$ cat src/rtl/mult_div_rs_if.sv
// Handshake bundle between dispatch, CDB, the station and the mult/div unit.
// The slave side is the reservation station itself.
interface mult_div_rs_if #(
   parameter int RS_DEPTH  = 4,
   parameter int ROB_DEPTH = 4
);
   localparam int TW = $clog2(ROB_DEPTH);
   localparam int CW = $clog2(RS_DEPTH + 1);

   logic          dispatch_valid;
   logic          dispatch_ready;
   logic [31:0]   dispatch_instr;
   logic [TW-1:0] dispatch_rob_tag;
   logic          dispatch_rs1_ready;
   logic [31:0]   dispatch_rs1_v;
   logic [TW-1:0] dispatch_rs1_tag;
   logic          dispatch_rs2_ready;
   logic [31:0]   dispatch_rs2_v;
   logic [TW-1:0] dispatch_rs2_tag;
   logic          cdb_valid;
   logic [TW-1:0] cdb_rob;
   logic [31:0]   cdb_value;
   logic          md_en;
   logic [31:0]   md_instr;
   logic [31:0]   md_rs1_v;
   logic [31:0]   md_rs2_v;
   logic [TW-1:0] md_rob_tag;
   logic          md_resp;
   logic [CW-1:0] rs_count;

   modport master (
      output dispatch_valid, dispatch_instr, dispatch_rob_tag,
      output dispatch_rs1_ready, dispatch_rs1_v, dispatch_rs1_tag,
      output dispatch_rs2_ready, dispatch_rs2_v, dispatch_rs2_tag,
      output cdb_valid, cdb_rob, cdb_value, md_resp,
      input  dispatch_ready, md_en, md_instr, md_rs1_v, md_rs2_v,
      input  md_rob_tag, rs_count
   );

   modport slave (
      input  dispatch_valid, dispatch_instr, dispatch_rob_tag,
      input  dispatch_rs1_ready, dispatch_rs1_v, dispatch_rs1_tag,
      input  dispatch_rs2_ready, dispatch_rs2_v, dispatch_rs2_tag,
      input  cdb_valid, cdb_rob, cdb_value, md_resp,
      output dispatch_ready, md_en, md_instr, md_rs1_v, md_rs2_v,
      output md_rob_tag, rs_count
   );
endinterface

$ cat src/rtl/mult_div_rs.sv
// Reservation station for the M-extension unit: collapsing age-ordered
// queue with CDB wakeup, oldest-ready select and held issue registers.
module mult_div_rs #(
   parameter int RS_DEPTH  = 4,
   parameter int ROB_DEPTH = 4
) (
   input logic           clk,
   input logic           rst,
   input logic           flush,
   mult_div_rs_if.slave  bus
);
   localparam int TW = $clog2(ROB_DEPTH);
   localparam int CW = $clog2(RS_DEPTH + 1);
   localparam int IW = (RS_DEPTH > 1) ? $clog2(RS_DEPTH) : 1;

   typedef struct packed {
      logic [31:0]   instr;
      logic [TW-1:0] tag;
      logic          r1;
      logic [31:0]   v1;
      logic [TW-1:0] t1;
      logic          r2;
      logic [31:0]   v2;
      logic [TW-1:0] t2;
   } ent_t;

   typedef enum logic {IDLE, BUSY} st_t;

   st_t           st, st_n;
   ent_t          q  [RS_DEPTH];
   ent_t          wk [RS_DEPTH];
   ent_t          nq [RS_DEPTH];
   ent_t          de;
   logic [CW-1:0] cnt, cnt_n, kept;
   logic [IW-1:0] sel;
   logic          has_rdy, issue, accept;
   logic [31:0]   md_instr, md_rs1_v, md_rs2_v;
   logic [TW-1:0] md_rob_tag;

   function automatic ent_t wake(input ent_t e, input logic v,
                                 input logic [TW-1:0] r,
                                 input logic [31:0] d);
      ent_t o;
      o = e;
      if (v && !o.r1 && o.t1 == r) begin
         o.r1 = 1'b1;
         o.v1 = d;
      end
      if (v && !o.r2 && o.t2 == r) begin
         o.r2 = 1'b1;
         o.v2 = d;
      end
      return o;
   endfunction

   always_ff @(posedge clk) begin
      if (rst || flush) st <= IDLE;
      else              st <= st_n;
   end

   always_comb begin
      st_n = st;
      unique case (st)
         IDLE: if (has_rdy) st_n = BUSY;
         BUSY: if (bus.md_resp && !has_rdy) st_n = IDLE;
      endcase
   end

   always_comb begin
      bus.md_en = (st == BUSY);
      issue     = has_rdy && (st == IDLE || bus.md_resp);
   end

   // Scan from the youngest so the oldest ready entry wins.
   always_comb begin
      has_rdy = 1'b0;
      sel     = '0;
      for (int i = RS_DEPTH - 1; i >= 0; i--) begin
         if (CW'(i) < cnt && q[i].r1 && q[i].r2) begin
            has_rdy = 1'b1;
            sel     = IW'(i);
         end
      end
   end

   assign bus.dispatch_ready = (cnt < CW'(RS_DEPTH));
   assign bus.rs_count       = cnt;

   always_comb begin
      accept = bus.dispatch_valid && bus.dispatch_ready;
      de.instr = bus.dispatch_instr;
      de.tag   = bus.dispatch_rob_tag;
      de.r1    = bus.dispatch_rs1_ready;
      de.v1    = bus.dispatch_rs1_v;
      de.t1    = bus.dispatch_rs1_tag;
      de.r2    = bus.dispatch_rs2_ready;
      de.v2    = bus.dispatch_rs2_v;
      de.t2    = bus.dispatch_rs2_tag;
      de = wake(de, bus.cdb_valid, bus.cdb_rob, bus.cdb_value);
      for (int i = 0; i < RS_DEPTH; i++)
         wk[i] = wake(q[i], bus.cdb_valid, bus.cdb_rob, bus.cdb_value);
      for (int i = 0; i < RS_DEPTH; i++) begin
         nq[i] = wk[i];
         if (issue && IW'(i) >= sel) begin
            if (i < RS_DEPTH - 1) nq[i] = wk[i+1];
         end
      end
      kept  = cnt - CW'(issue);
      cnt_n = kept + CW'(accept);
      for (int i = 0; i < RS_DEPTH; i++)
         if (accept && CW'(i) == kept) nq[i] = de;
   end

   always_ff @(posedge clk) begin
      if (rst || flush) begin
         cnt <= '0;
         for (int i = 0; i < RS_DEPTH; i++) q[i] <= '0;
      end else begin
         cnt <= cnt_n;
         for (int i = 0; i < RS_DEPTH; i++) q[i] <= nq[i];
      end
   end

   always_ff @(posedge clk) begin
      if (rst || flush) begin
         md_instr   <= '0;
         md_rs1_v   <= '0;
         md_rs2_v   <= '0;
         md_rob_tag <= '0;
      end else if (issue) begin
         md_instr   <= q[sel].instr;
         md_rs1_v   <= q[sel].v1;
         md_rs2_v   <= q[sel].v2;
         md_rob_tag <= q[sel].tag;
      end
   end

   assign bus.md_instr   = md_instr;
   assign bus.md_rs1_v   = md_rs1_v;
   assign bus.md_rs2_v   = md_rs2_v;
   assign bus.md_rob_tag = md_rob_tag;
endmodule

$ cat src/flat_wrapper.sv
// flat-port wrapper written by rule: the top's interface ports become plain ports
module mult_div_rs_flat 
#(
   parameter int RS_DEPTH  = 4,
   parameter int ROB_DEPTH = 4
)
  (clk, rst, flush, bus_dispatch_valid, bus_dispatch_instr, bus_dispatch_rob_tag, bus_dispatch_rs1_ready, bus_dispatch_rs1_v, bus_dispatch_rs1_tag, bus_dispatch_rs2_ready, bus_dispatch_rs2_v, bus_dispatch_rs2_tag, bus_cdb_valid, bus_cdb_rob, bus_cdb_value, bus_md_resp, bus_dispatch_ready, bus_md_en, bus_md_instr, bus_md_rs1_v, bus_md_rs2_v, bus_md_rob_tag, bus_rs_count);
  mult_div_rs_if #(.RS_DEPTH(RS_DEPTH), .ROB_DEPTH(ROB_DEPTH)) bus_i ();
  input logic clk;
  input logic rst;
  input logic flush;
  input wire logic [$bits(bus_i.dispatch_valid)-1:0] bus_dispatch_valid;
  input wire logic [$bits(bus_i.dispatch_instr)-1:0] bus_dispatch_instr;
  input wire logic [$bits(bus_i.dispatch_rob_tag)-1:0] bus_dispatch_rob_tag;
  input wire logic [$bits(bus_i.dispatch_rs1_ready)-1:0] bus_dispatch_rs1_ready;
  input wire logic [$bits(bus_i.dispatch_rs1_v)-1:0] bus_dispatch_rs1_v;
  input wire logic [$bits(bus_i.dispatch_rs1_tag)-1:0] bus_dispatch_rs1_tag;
  input wire logic [$bits(bus_i.dispatch_rs2_ready)-1:0] bus_dispatch_rs2_ready;
  input wire logic [$bits(bus_i.dispatch_rs2_v)-1:0] bus_dispatch_rs2_v;
  input wire logic [$bits(bus_i.dispatch_rs2_tag)-1:0] bus_dispatch_rs2_tag;
  input wire logic [$bits(bus_i.cdb_valid)-1:0] bus_cdb_valid;
  input wire logic [$bits(bus_i.cdb_rob)-1:0] bus_cdb_rob;
  input wire logic [$bits(bus_i.cdb_value)-1:0] bus_cdb_value;
  input wire logic [$bits(bus_i.md_resp)-1:0] bus_md_resp;
  output wire logic [$bits(bus_i.dispatch_ready)-1:0] bus_dispatch_ready;
  output wire logic [$bits(bus_i.md_en)-1:0] bus_md_en;
  output wire logic [$bits(bus_i.md_instr)-1:0] bus_md_instr;
  output wire logic [$bits(bus_i.md_rs1_v)-1:0] bus_md_rs1_v;
  output wire logic [$bits(bus_i.md_rs2_v)-1:0] bus_md_rs2_v;
  output wire logic [$bits(bus_i.md_rob_tag)-1:0] bus_md_rob_tag;
  output wire logic [$bits(bus_i.rs_count)-1:0] bus_rs_count;
  assign bus_i.dispatch_valid = bus_dispatch_valid;
  assign bus_i.dispatch_instr = bus_dispatch_instr;
  assign bus_i.dispatch_rob_tag = bus_dispatch_rob_tag;
  assign bus_i.dispatch_rs1_ready = bus_dispatch_rs1_ready;
  assign bus_i.dispatch_rs1_v = bus_dispatch_rs1_v;
  assign bus_i.dispatch_rs1_tag = bus_dispatch_rs1_tag;
  assign bus_i.dispatch_rs2_ready = bus_dispatch_rs2_ready;
  assign bus_i.dispatch_rs2_v = bus_dispatch_rs2_v;
  assign bus_i.dispatch_rs2_tag = bus_dispatch_rs2_tag;
  assign bus_i.cdb_valid = bus_cdb_valid;
  assign bus_i.cdb_rob = bus_cdb_rob;
  assign bus_i.cdb_value = bus_cdb_value;
  assign bus_i.md_resp = bus_md_resp;
  assign bus_dispatch_ready = bus_i.dispatch_ready;
  assign bus_md_en = bus_i.md_en;
  assign bus_md_instr = bus_i.md_instr;
  assign bus_md_rs1_v = bus_i.md_rs1_v;
  assign bus_md_rs2_v = bus_i.md_rs2_v;
  assign bus_md_rob_tag = bus_i.md_rob_tag;
  assign bus_rs_count = bus_i.rs_count;
  mult_div_rs #(.RS_DEPTH(RS_DEPTH), .ROB_DEPTH(ROB_DEPTH)) u_core (.clk(clk), .rst(rst), .flush(flush), .bus(bus_i));
endmodule
$ cat config.mk
export PLATFORM = sky130hd
export DESIGN_NAME = mult_div_rs_flat
export DESIGN_NICKNAME = d
export VERILOG_FILES = /design/src/rtl/mult_div_rs_if.sv /design/src/rtl/mult_div_rs.sv /design/src/flat_wrapper.sv
export SDC_FILE = /design/constraint.sdc
export NUM_CORES = 2
export LEC_CHECK = 0
export ABC_CLOCK_PERIOD_IN_PS = 3180
export CELL_PAD_IN_SITES_DETAIL_PLACEMENT = 0
export CELL_PAD_IN_SITES_GLOBAL_PLACEMENT = 1
export CORE_ASPECT_RATIO = 1.5
export CORE_MARGIN = 2
export CORE_UTILIZATION = 24
export DETAILED_ROUTE_END_ITERATION = 6
export HOLD_SLACK_MARGIN = 0.15
export PLACE_DENSITY_LB_ADDON = 0.1
export SLEW_MARGIN = 5
export SYNTH_ARGS = -nofsm -noshare
export SYNTH_HDL_FRONTEND = slang
export SYNTH_SLANG_ARGS = --single-unit
$ cat constraint.sdc
create_clock -name clk -period 3.18 [get_ports clk]
set_input_delay 0.477 -clock clk [delete_from_list [all_inputs] [get_ports clk]]
set_output_delay 0.477 -clock clk [all_outputs]
set_load 0.02 [all_outputs]
# Word level (Yosys, flattened, before mapping)
# Memories as Yosys holds them, arrays and structs flattened. A register that Yosys moved wholly into a read port is not among the register bits.
# Cells that the tools add are included.
[op_classes]
addsub = 2
bitwise_logic = 5
n_mux = 35
n_eq_ne = 13
magnitude_cmp = 8
reduce_logical = 52
[ops]
columns = ["op", "n"]
rows = [
  ["two-way mux 104 bit", 11],
  ["two-way mux 33 bit", 10],
  ["logical AND 1 bit", 38],
  ["== test 2 bit", 10],
  ["logical NOT 1 bit", 11],
  ["two-way mux 1 bit", 9],
  ["two-way mux 2 bit", 4],
  ["== test 2 x 3 -> 1 bit (first input constant)", 2],
  ["less-than comparator 1 x 3 -> 1 bit (first input constant)", 2],
  ["less-than comparator 2 x 3 -> 1 bit (first input constant)", 2],
  [">= comparator 1 x 2 -> 1 bit (first input constant)", 2],
  ["bitwise OR 1 bit", 4],
  ["adder 3 x 1 -> 3 bit", 1],
  ["== test 1 x 3 -> 1 bit (first input constant)", 1],
  ["logical NOT 3 bit", 1],
  ["less-than comparator 3 bit (second input constant)", 1],
  ["subtractor 3 x 1 -> 3 bit", 1],
  [">= comparator 2 bit (first input constant)", 1],
  ["logical OR 1 bit", 2],
  ["case mux 1 bit (2 select lines)", 1],
  ["NOT 1 bit", 1],
]
[word_totals]
elab_cells = 118
out_inout_bits = 103
ramBits = 416
memories = 1
in_bits = 144
regBits = 4
[mem_list]
columns = ["name", "words", "width", "read_ports", "rd_clocked_by_memory_dff", "write_ports", "line", "rtl"]
rows = [
  ["u_core.q", 4, 104, 5, 1, 4, "mult_div_rs.sv:30", "ent_t q [RS_DEPTH];"],
]

# Logic depth before layout (Yosys ltp)
[depth]
ltp_word = 13
mapped_depth = 15

# Worst setup path before layout
# No wires, ideal clock.
[synth_path]
kind = "reg-to-reg"
startpoint = "reg u_core.cnt[2] (netlist: u_core.bus.rs_count[2])"
endpoint = "mem u_core.q[2][11] (netlist bit)"
required_ns = 3.032
stages_incl_launch_ff = 16
arrival_ns = 3.563
slack_ns = -0.531
synth_period_minus_slack_ns = 3.711
setup_ns = 0.148
path_buffers = 5
cell_sequence = "dfxtp_1 -> buf_6 -> inv_1 -> a221o_1 -> a31oi_2 -> clkbuf_1 -> ha_1 -> ha_1 -> or4b_4 -> or2_0 -> buf_2 -> and4_4 -> buf_6 -> buf_6 -> nand2_1 -> o221ai_2"
[synth_rtl]
columns = ["item", "line", "rtl"]
rows = [
  ["from (decl)", "mult_div_rs.sv:34", "logic [CW-1:0] cnt, cnt_n, kept;"],
  ["from (signal assigned)", "mult_div_rs.sv:119", "cnt <= cnt_n;"],
  ["to (decl)", "mult_div_rs.sv:30", ""],
]

==> impl_metrics.ini <==
[outcome]
status = completed

[global_route]
grt_util_met1_pct = 26.8
grt_util_met3_pct = 2.71
grt_max_degree = 108
antenna_found_initial = 2
global_route.overflow_total = 0
use_met2_pct = 39.0
grt_pass1_wl_um = 182000
grt_pass1_vias = 26700
grt.busiest_layer = met2
grt_usage_pct = 21.8

[power]
power_leakage_uw = 0.0117
power_density_mw_per_mm2 = 459
ir_worst_vdd_uv = 399

[yosys]
synth.distinct_cells = 58
synth_fp_nets = 3311
synth_edf_count = 0
synth.mux.area_fraction_pct = 10.5
syn_avg_cell_area_sq_um = 8.26
synthFlopType = dfxtp_1
synthXorXnorAreaFrac_pct = 0.737
synth_compound_area_share_pct = 24.6
synthAdderAreaFrac_pct = 0.144
synthCells = 3164
postSynth.asyncResetShare_pct = 0
synth-seq-cells = 518
synthSimpleGateAreaFrac_pct = 18.4
synth_top_family_by_area = compound AO/OA/AOI/OAI gates
syn_area_sq_mm = 0.0261
seq_area_frac_synth_pct = 39.7
yosys_warnings = 0

[placed_design]
place.gp.congestion = 0.771
place_ws_ns = -0.194
dp_hpwl_um = 76100
numPortBuffers = 246
dpl-instance-area_sq_mm = 0.0317

[clock_tree]
path_clk_slew_ns = 0.06
cts_tree = built
clock_sinks = 518
cts_hold_buffers = 0
cts_setup_buffers = 0
clock-root-buffer = clkbuf_16
htree_levels = 2
clk-insertion-delay-late_ns = 0.66
cts_made_buffers = 60
cts_buffer_depth = 3

[floorplanning]
chipWidth_um = 273
core_sq_mm = 0.108
ios = 247
die_area_sq_mm = 0.112
core.rowCount = 148
initial_core_util_pct = 24.1
die_h_um = 408

[worst_setup_path]
arrival_ns = 3.60
crit_type = reg -> reg
critPathLaunchType = flip-flop
required_ns = 3.71
crit_path_max_fanout = 22
r2r_slack_ns = 0.11
r2r-start = u_core.bus.rs_count[2]$_SDFF_PP0_
timing.rr.end = u_core.q[2][60]$_SDFF_PP0_
endpoint_kind = flip-flop
ff2ff_path_depth = 11

[sta]
fmax_mhz = 325
skew_ns = 0.0412
slew_viol_final = 0
rsz0062_at_grt = false
layout_setup_ws_ns = 0.107
worstMarginPinSlew_ns = 0.913
period_minus_slack_ns = 3.07
timing.final.crit_share_pct = 96.6
slew_headroom_pct = 39.1
setup_viol = 0
whs_ns = 0.467
hold_violations = 0

[worst_hold_path]
hold_end = u_core.bus.md_rs2_v[8]$_SDFFE_PP0P_
hold_depth = 2
min_path_type = reg -> reg
worstHoldStart = u_core.q[3][10]$_SDFF_PP0_

[final_layout]
drive_gt1_share_pct = 15.7
fin_area_sq_mm = 0.0337
areaGrowthSynthToFinish_pct = 29.0
nets = 3493
multi_input_area_sq_mm = 0.0145
nFillCells = 11300
layout_common_cells = nand2_1, dfxtp_1, clkdlybuf4s50_1
final_common_cell = nand2_1
regArea_sq_mm = 0.0104

[route]
vias = 25800
drc = 0
drtIter0Drc = 1955
postRouteWirelength_um = 124000
ant_nets = 0
routed_via_density = 5.35
first_pass_iters = 5
drt-wirelength-per-cell_um = 25.8

[flow_run]
maxCapViolations = 0
[where the power goes]
group / switching [uW] / leakage (uW) / total, uW / internal (uW)
Sequential: 76.4 / 0.00419 / 6690 / 6620
Combinational: 924 / 0.00652 / 1590 / 665
Clock: 3060 / 0.000978 / 7200 / 4140
[flip-flops by register name, summed over array words and instances, names as in the netlist]
| signal | cells |
|---|---|
| u_core.q | 416 |
| u_core.bus.md_rs1_v | 32 |
| u_core.bus.rs_count | 3 |
| u_core.bus.md_rs2_v | 32 |
| u_core.bus.md_rob_tag | 2 |
| u_core.bus.md_instr | 32 |
| u_core.bus.md_en | 1 |
[repair_timing]
action | in CTS | in global routing
endpoints found under the hold margin | 0 | 0
endpoints found under the setup margin | 29 | 28
resized for setup | 1 | 3
[worst max path at each step]
| stage | startpoint | end | slack, ns | depth (start not counted) |
|---|---|---|---|---|
| global route | u_core.bus.rs_count[2]$_SDFF_PP0_ | u_core.q[3][61]$_SDFF_PP0_ | 0.005 | 12 |
| floorplan | u_core.bus.rs_count[2]$_SDFF_PP0_ | u_core.q[2][11]$_SDFF_PP0_ | -0.21 | 15 |
| CTS | u_core.bus.rs_count[2]$_SDFF_PP0_ | u_core.bus.md_rob_tag[1]$_SDFFE_PP0P_ | 0.04 | 7 |
| global placement | bus_md_resp | u_core.q[2][68]$_SDFF_PP0_ | -0.19 | 11 |
| detailed placement | bus_md_resp | u_core.bus.md_rob_tag[1]$_SDFFE_PP0P_ | -0.19 | 7 |
| finish | u_core.bus.rs_count[2]$_SDFF_PP0_ | u_core.q[2][60]$_SDFF_PP0_ | 0.11 | 11 |
[metal layers]
layer / vias up / part of all wire, %
li1: 11900 / -
met1: 12900 / 42
met2: 846 / 50
met3: 197 / 5.0
met4: 0 / 3.0
met5: - / 0
[critical path, cell delays in order, from the launching register on]
cell and delay (ns):
dfxtp_4 0.41, clkinvlp_4 0.10, a221o_1 0.37, a31oi_4 0.20, ha_4 0.17, ha_4 0.19
or4b_4 0.51, or2_2 0.36, and4_4 0.25, buf_12 0.18, nand2_1 0.10, o221ai_2 0.08
[layout make-up]
cell class,instances,area share [%]
Multi-Input combinational cell,2303,43.0
Sequential cell,518,30.8
Timing Repair Buffer,458,15.0
Clock buffer,95,5.41
Tap cell,1425,5.29
Clock inverter,13,0.449
Inverter,5,0.0668
Antenna cell,1,0.00742
[metrics by stage]
stage | utilization, % | TNS (ns) | power, uW | cells
final | 31.1 | 0 | 15500 | 4818
after global routing | 31.1 | 0 | 16000 | 4817
after CTS | 31.1 | 0 | 15700 | 4817
after detailed placement | 29.3 | -26.17 | 8430 | 4709
after global placement | 29.3 | -23.13 | 8410 | 4709
after floorplan | - | -12.92 | 7620 | 3164
[Yosys cell counts, types with 31 or more instances]
| library cell | n | area (sq um) |
|---|---|---|
| o21ai_0 | 165 | 826 |
| a32o_1 | 64 | 641 |
| mux2_2 | 99 | 1110 |
| a211oi_1 | 66 | 495 |
| mux2i_1 | 128 | 1280 |
| o221ai_2 | 60 | 901 |
| mux2_1 | 31 | 349 |
| dfxtp_1 | 518 | 10400 |
| a311oi_1 | 38 | 333 |
| a31oi_1 | 179 | 1120 |
| or3_1 | 65 | 407 |
| clkbuf_1 | 194 | 728 |
| a21oi_1 | 105 | 526 |
| nor3_1 | 101 | 505 |
| nand2_1 | 703 | 2640 |
| o221ai_1 | 68 | 596 |
| nor2_1 | 243 | 912 |
| buf_2 | 110 | 551 |
| o211ai_1 | 99 | 743 |
[cells by family after synthesis]
logic type	after synthesis
AND/OR/NAND/NOR	1147
AO/OA/AOI/OAI	873
flip-flops	518
buffers and inverters	343
multiplexers	258
XOR/XNOR	22
adder cells (fa/ha/maj)	3
Power figures use the tool's default switching activity.
